## config.mk

```make
export PLATFORM = sky130hd
export DESIGN_NAME = i2c_byte_master
export DESIGN_NICKNAME = d
export VERILOG_FILES = /design/src/rtl/i2c_master_pkg.sv /design/src/rtl/i2c_quarter_timer.sv /design/src/rtl/i2c_byte_master.sv
export SDC_FILE = /design/constraint.sdc
export NUM_CORES = 1
export LEC_CHECK = 0
export ABC_AREA = 1
export CORE_UTILIZATION = 50
export CTS_BUF_LIST = sky130_fd_sc_hd__clkbuf_4 sky130_fd_sc_hd__clkbuf_8
export DETAILED_ROUTE_END_ITERATION = 8
export PLACE_DENSITY = 0.72
export SLEW_MARGIN = 30
export SYNTH_ARGS = -nofsm -noshare
export SYNTH_HDL_FRONTEND = slang
export SYNTH_SLANG_ARGS = --single-unit
```

## constraint.sdc

```tcl
create_clock -name clk_i -period 3.8 [get_ports clk_i]
set_input_delay 0.57 -clock clk_i [delete_from_list [all_inputs] [get_ports clk_i]]
set_output_delay 0.57 -clock clk_i [all_outputs]
set_load 0.1 [all_outputs]
```

## src/rtl/i2c_master_pkg.sv

```systemverilog
// Shared command codes, FSM states and bit-timing constants for the I2C byte master.
package i2c_master_pkg;

    typedef enum logic [2:0] {
        CMD_START    = 3'd0,
        CMD_STOP     = 3'd1,
        CMD_WRITE    = 3'd2,
        CMD_READ_ACK = 3'd3,
        CMD_READ_NAK = 3'd4
    } i2c_cmd_t;

    typedef enum logic [2:0] {
        ST_IDLE,
        ST_START,
        ST_STOP,
        ST_BIT,
        ST_ACKBIT,
        ST_DONE
    } i2c_state_t;

    localparam int unsigned QUARTERS_PER_BIT = 4;

    function automatic logic is_byte_cmd(input logic [2:0] code);
        return (code == CMD_WRITE) || (code == CMD_READ_ACK) || (code == CMD_READ_NAK);
    endfunction

endpackage

```

## src/rtl/i2c_quarter_timer.sv

```systemverilog
// Quarter-bit prescaler: tick on the last count of each quarter, 2-bit quarter index,
// and a hold input that freezes the count at 0 while a slave stretches SCL.
module i2c_quarter_timer
    import i2c_master_pkg::*;
#(
    parameter int unsigned CLK_DIV = 4
) (
    input  logic       clk,
    input  logic       rst,
    input  logic       clear,
    input  logic       enable,
    input  logic       hold,
    output logic       tick,
    output logic [1:0] quarter
);

    localparam logic [15:0] LAST_COUNT = 16'(CLK_DIV - 1);

    logic [15:0] count;

    assign tick = enable && !hold && (count == LAST_COUNT);

    always_ff @(posedge clk or posedge rst) begin
        if (rst) begin
            count   <= '0;
            quarter <= '0;
        end else if (clear) begin
            count   <= '0;
            quarter <= '0;
        end else if (enable) begin
            if (hold) begin
                count <= '0;
            end else if (count == LAST_COUNT) begin
                count   <= '0;
                quarter <= quarter + 2'd1;
            end else begin
                count <= count + 16'd1;
            end
        end
    end

endmodule

```

## src/rtl/i2c_byte_master.sv

```systemverilog
// Byte-level I2C master: turns START/STOP/WRITE/READ commands into open-drain
// SCL/SDA waveforms, four quarters per bit, with slave clock stretching.
module i2c_byte_master
    import i2c_master_pkg::*;
#(
    parameter int unsigned CLK_DIV        = 4,
    parameter int unsigned I2C_DATA_WIDTH = 8
) (
    input  logic                      clk_i,
    input  logic                      rst_i,
    input  logic                      cmd_valid_i,
    output logic                      cmd_ready_o,
    input  logic [2:0]                cmd_i,
    input  logic [I2C_DATA_WIDTH-1:0] wdata_i,
    output logic                      done_o,
    output logic [I2C_DATA_WIDTH-1:0] rdata_o,
    output logic                      ack_o,
    output logic                      busy_o,
    input  logic                      scl_i,
    output logic                      scl_o,
    input  logic                      sda_i,
    output logic                      sda_o
);

    localparam int unsigned BIT_CNT_W = (I2C_DATA_WIDTH > 1) ? $clog2(I2C_DATA_WIDTH) : 1;
    localparam logic [BIT_CNT_W-1:0] LAST_BIT = BIT_CNT_W'(I2C_DATA_WIDTH - 1);
    localparam logic [1:0] LAST_Q = 2'(QUARTERS_PER_BIT - 1);

    i2c_state_t state, state_next;

    logic [2:0]                cmd_q;
    logic [I2C_DATA_WIDTH-1:0] shreg;
    logic                      sample_q;
    logic [BIT_CNT_W-1:0]      bit_cnt;

    logic       accept;
    logic       active;
    logic       hold;
    logic       tick;
    logic [1:0] quarter;
    logic       end_of_bit;
    logic       bus_owned;

    assign accept     = cmd_valid_i && cmd_ready_o;
    assign active     = (state == ST_START) || (state == ST_STOP) ||
                        (state == ST_BIT)   || (state == ST_ACKBIT);
    assign hold       = active && (quarter == 2'd1) && !scl_i;
    assign end_of_bit = tick && (quarter == LAST_Q);

    // Ownership as it will be once the finishing command has taken effect, so SCL
    // is neither released after a START nor pulled again after a STOP.
    assign bus_owned = ((state == ST_DONE) && (cmd_q == CMD_START)) ||
                       (busy_o && !((state == ST_DONE) && (cmd_q == CMD_STOP)));

    i2c_quarter_timer #(
        .CLK_DIV(CLK_DIV)
    ) u_timer (
        .clk    (clk_i),
        .rst    (rst_i),
        .clear  (accept),
        .enable (active),
        .hold   (hold),
        .tick   (tick),
        .quarter(quarter)
    );

    always_ff @(posedge clk_i or posedge rst_i) begin
        if (rst_i) begin
            state <= ST_IDLE;
        end else begin
            state <= state_next;
        end
    end

    always_comb begin
        state_next  = state;
        cmd_ready_o = 1'b0;
        scl_o       = 1'b1;
        sda_o       = 1'b1;
        case (state)
            ST_IDLE: begin
                cmd_ready_o = 1'b1;
                scl_o       = !bus_owned;
                if (cmd_valid_i) begin
                    if (cmd_i == CMD_START) begin
                        state_next = ST_START;
                    end else if (cmd_i == CMD_STOP) begin
                        state_next = ST_STOP;
                    end else if (is_byte_cmd(cmd_i)) begin
                        state_next = ST_BIT;
                    end else begin
                        state_next = ST_DONE;
                    end
                end
            end
            ST_START: begin
                case (quarter)
                    2'd0:    scl_o = !busy_o;
                    2'd1:    ;
                    2'd2:    sda_o = 1'b0;
                    default: begin
                        scl_o = 1'b0;
                        sda_o = 1'b0;
                    end
                endcase
                if (end_of_bit) begin
                    state_next = ST_DONE;
                end
            end
            ST_STOP: begin
                case (quarter)
                    2'd0: begin
                        scl_o = 1'b0;
                        sda_o = 1'b0;
                    end
                    2'd1:    sda_o = 1'b0;
                    default: ;
                endcase
                if (end_of_bit) begin
                    state_next = ST_DONE;
                end
            end
            ST_BIT: begin
                scl_o = (quarter == 2'd1) || (quarter == 2'd2);
                sda_o = (cmd_q == CMD_WRITE) ? shreg[I2C_DATA_WIDTH-1] : 1'b1;
                if (end_of_bit && (bit_cnt == LAST_BIT)) begin
                    state_next = ST_ACKBIT;
                end
            end
            ST_ACKBIT: begin
                scl_o = (quarter == 2'd1) || (quarter == 2'd2);
                sda_o = (cmd_q != CMD_READ_ACK);
                if (end_of_bit) begin
                    state_next = ST_DONE;
                end
            end
            ST_DONE: begin
                scl_o      = !bus_owned;
                state_next = ST_IDLE;
            end
            default: begin
                state_next = ST_IDLE;
            end
        endcase
    end

    // One shift register serves both directions: it transmits from the MSB and
    // refills from the LSB with whatever the line carried during that bit.
    always_ff @(posedge clk_i or posedge rst_i) begin
        if (rst_i) begin
            cmd_q    <= '0;
            shreg    <= '0;
            sample_q <= 1'b0;
            bit_cnt  <= '0;
            done_o   <= 1'b0;
            rdata_o  <= '0;
            ack_o    <= 1'b0;
            busy_o   <= 1'b0;
        end else begin
            done_o <= (state == ST_DONE);
            if (accept) begin
                cmd_q   <= cmd_i;
                shreg   <= wdata_i;
                bit_cnt <= '0;
            end
            if (tick && (quarter == 2'd2)) begin
                sample_q <= sda_i;
            end
            if ((state == ST_BIT) && end_of_bit) begin
                shreg   <= (shreg << 1) | I2C_DATA_WIDTH'(sample_q);
                bit_cnt <= (bit_cnt == LAST_BIT) ? '0 : bit_cnt + BIT_CNT_W'(1);
            end
            if (state == ST_DONE) begin
                case (cmd_q)
                    CMD_START:    busy_o  <= 1'b1;
                    CMD_STOP:     busy_o  <= 1'b0;
                    CMD_WRITE:    ack_o   <= sample_q;
                    CMD_READ_ACK,
                    CMD_READ_NAK: rdata_o <= shreg;
                    default:      ;
                endcase
            end
        end
    end

endmodule

```

==> flow_summary.toml <==
[status]
status = "finished clean"

[final_layout]
design_area_um2 = 3020
seq_area_um2 = 1180
fillers = 441
layout-drive-gt1-share = 0.0855
area_growth_pct = 16.9
finish.net_count = 375
num_antenna_cells = 0
layout_commonest_cell = "nand2_1"
final_util = 0.622
multi_input_area_um2 = 1260
final_cell_mix = "nand2_1, dfrtp_1, nand3_1, inv_1, clkdlybuf4s50_1"

[placed_design]
dpl_cell_area_um2 = 2930
place_worst_setup_slack_ps = 1280
dp.final_hpwl_mm = 3.89
gp_congestion = 0.815
io_buffers = 29

[die]
core_um2 = 4850
die_area_um2 = 5450
ioPinCount = 30
die_x_um = 73.8
die_h_um = 73.8
rows = 25
start_util = 0.532

[drt]
viasPerCell = 5.25
drt-total-wl_mm = 5.33
drt_pass1_iterations = 4
vias = 2194
drt_iter0_drc = 52
drc = 0
wire_per_inst_um = 12.7
detail-route-antenna-nets = 0

[grt]
use_met3 = 0.0412
grt_pass1_vias = 1986
grt_overflow_total = 0
grt_max_degree = 48
gr-usage-met1 = 0.306
grt_usage = 0.220
grt_first_pass_wirelength_mm = 8.98
top_usage_layer = "met2"
grt_use_met2 = 0.345
antenna_found_initial = 0

[pwr]
power_mw = 2.59
power_density_nw_per_um2 = 859
seqPwrFrac = 0.296
comb_power_share = 0.590
peakVddDrop_uv = 729
switchingPower_mw = 1.43
intPower_mw = 1.16
power_leakage_nw = 1.43
clkPwrFrac = 0.114
p_sw_frac = 0.551

[clock_network]
post_cts_buffers = 0
cts_resized = 0
clk_latency_ps = 300
cts.sinks = 47
hold_buffers = 0
clk_pin_slew_ps = 90
h-tree-depth = 2
clockRootBuffer = "clkbuf_8"
cts_tree = "yes"
numCtsBuffers = 5
clockBufferDepth = 2

[hold_path]
hold_path.class = "reg -> reg"

[timing]
tns_ps = 0
period_needed_ps = 2860
period_share = 0.754
maxSlewViolCount = 0
relSlewSlack = 0.348
fmax_mhz = 349
fin_ws_ps = 936
worst_slew_pin_slew_ps = 975
finalHoldViolations = 0
setup_viol = 0
finClkSkew_ps = 7.05
grt_setup_unrepaired = "false"

[worst_setup_path]
worst_ep_arrival_time_ps = 2290
startpoint = "state[1]"
r2r_cells = 8
crit_fanout = 5
startpoint_type = "flip-flop"
r2r_slack_ps = 1830
worstSetupPathType = "reg -> out"
crit_path_end = "cmd_ready_o"
crit_path_end_kind = "output port"
r2r-start = "state[1]"
crit_required_ps = 3230
r2r-end = "u_timer.count[11]"

[synth]
yosysTopAreaCell = "dfrtp_1"
yosysWarnings = 0
ys_ff_latch = 47
yosysSeqAreaShare = 0.456
avgSynthCellArea_um2 = 8.09
syn_inst = 319
syn_area_um2 = 2580
synth_top_area_share = 0.456
ys_types = 31
synthesis.nets = 343
ys_top_cells_by_area = "dfrtp_1, nand2_1, nand3_1"

[run]
max_cap_viol_count = 0
[per-layer routing]
layer  wire [µm]  part of all wire  vias up
li1            -                 -     1123
met1        2570              0.48     1028
met2        2550              0.48       36
met3         133             0.025        7
met4          76             0.014        0
met5           0                 0        -
[sequential cells by signal, indices dropped and copies added (netlist names)]
name	count
ack_o	1
sample_q	1
u_timer.count	16
rdata_o	8
busy_o	1
done_o	1
cmd_q	3
shreg	8
state	3
u_timer.quarter	2
bit_cnt	3
[per-stage QoR]
stage               hold WS [ps]  instances
finish                       509        418
CTS                          507        418
floorplan                    452        319
global placement             487        411
global route                 517        418
detailed placement           492        411
[cell families (layout without fill, tap and decap cells)]
group / Yosys count / count (layout) / synth area share
mux: 7 / 7 / 0.0306
xor+xnor: 6 / 6 / 0.0204
fa+ha+maj: 8 / 8 / 0.0388
simple gates: 169 / 169 / 0.300
buf+inv: 38 / 70 / 0.0563
flops: 47 / 47 / 0.456
compound gates: 44 / 44 / 0.0984
[worst min path at each step]
| stage | cells past startpoint | from | to |
|---|---|---|---|
| finish | 1 | rdata_o[3] | rdata_o[3] |
| CTS | 1 | bit_cnt[0] | bit_cnt[0] |
| global route | 1 | bit_cnt[0] | bit_cnt[0] |
| floorplan | 2 | sample_q | shreg[0] |
| detailed placement | 1 | rdata_o[3] | rdata_o[3] |
| global placement | 1 | bit_cnt[0] | bit_cnt[0] |
[power by group through the flow]
stage / sequential [mW] / combinational (mW) / clock (mW)
after global routing: 0.789 / 1.65 / 0.322
after CTS: 0.765 / 1.54 / 0.302
after global placement: 0.770 / 1.51 / 0
final: 0.766 / 1.53 / 0.296
after floorplan: 1.14 / 0.826 / 0
after detailed placement: 0.773 / 1.54 / 0
[synthesized netlist by cell type]
master and instances:
xor2_1 6, o2111ai_1 2, buf_2 2, nand3_2 1
ha_1 8, a21oi_1 5, o21ai_0 24, nand4_1 2
nor2_1 25, nand2_2 1, nand3_1 43, nand3b_1 1
nand2_1 82, nand2_4 3, inv_2 2, clkbuf_1 2
inv_1 32, nor2_2 1, o21bai_1 1, o211ai_1 2
o21ai_1 1, dfrtp_1 47, a31oi_1 1, nor2_4 3
nor3_1 6, o22ai_1 3, a21oi_2 1, a22oi_1 2
o31ai_1 2, nor3_4 1, mux2_2 7
[layout make-up]
cell class,instances,share of cell area
sequential,47,0.390
clock inverter,2,0.00456
multi-input combinational,234,0.417
clock buffer,5,0.0228
tap,67,0.0278
timing repair buffer,29,0.0946
inverter,34,0.0431
[critical path: stages, from the launching register on]
cell	delay, ps
dfrtp_1	450
inv_2	110
nand2_1	90
nor2_4	170
clkdlybuf4s50_1	1160
No activity file was read; power rests on OpenSTA's default activity.
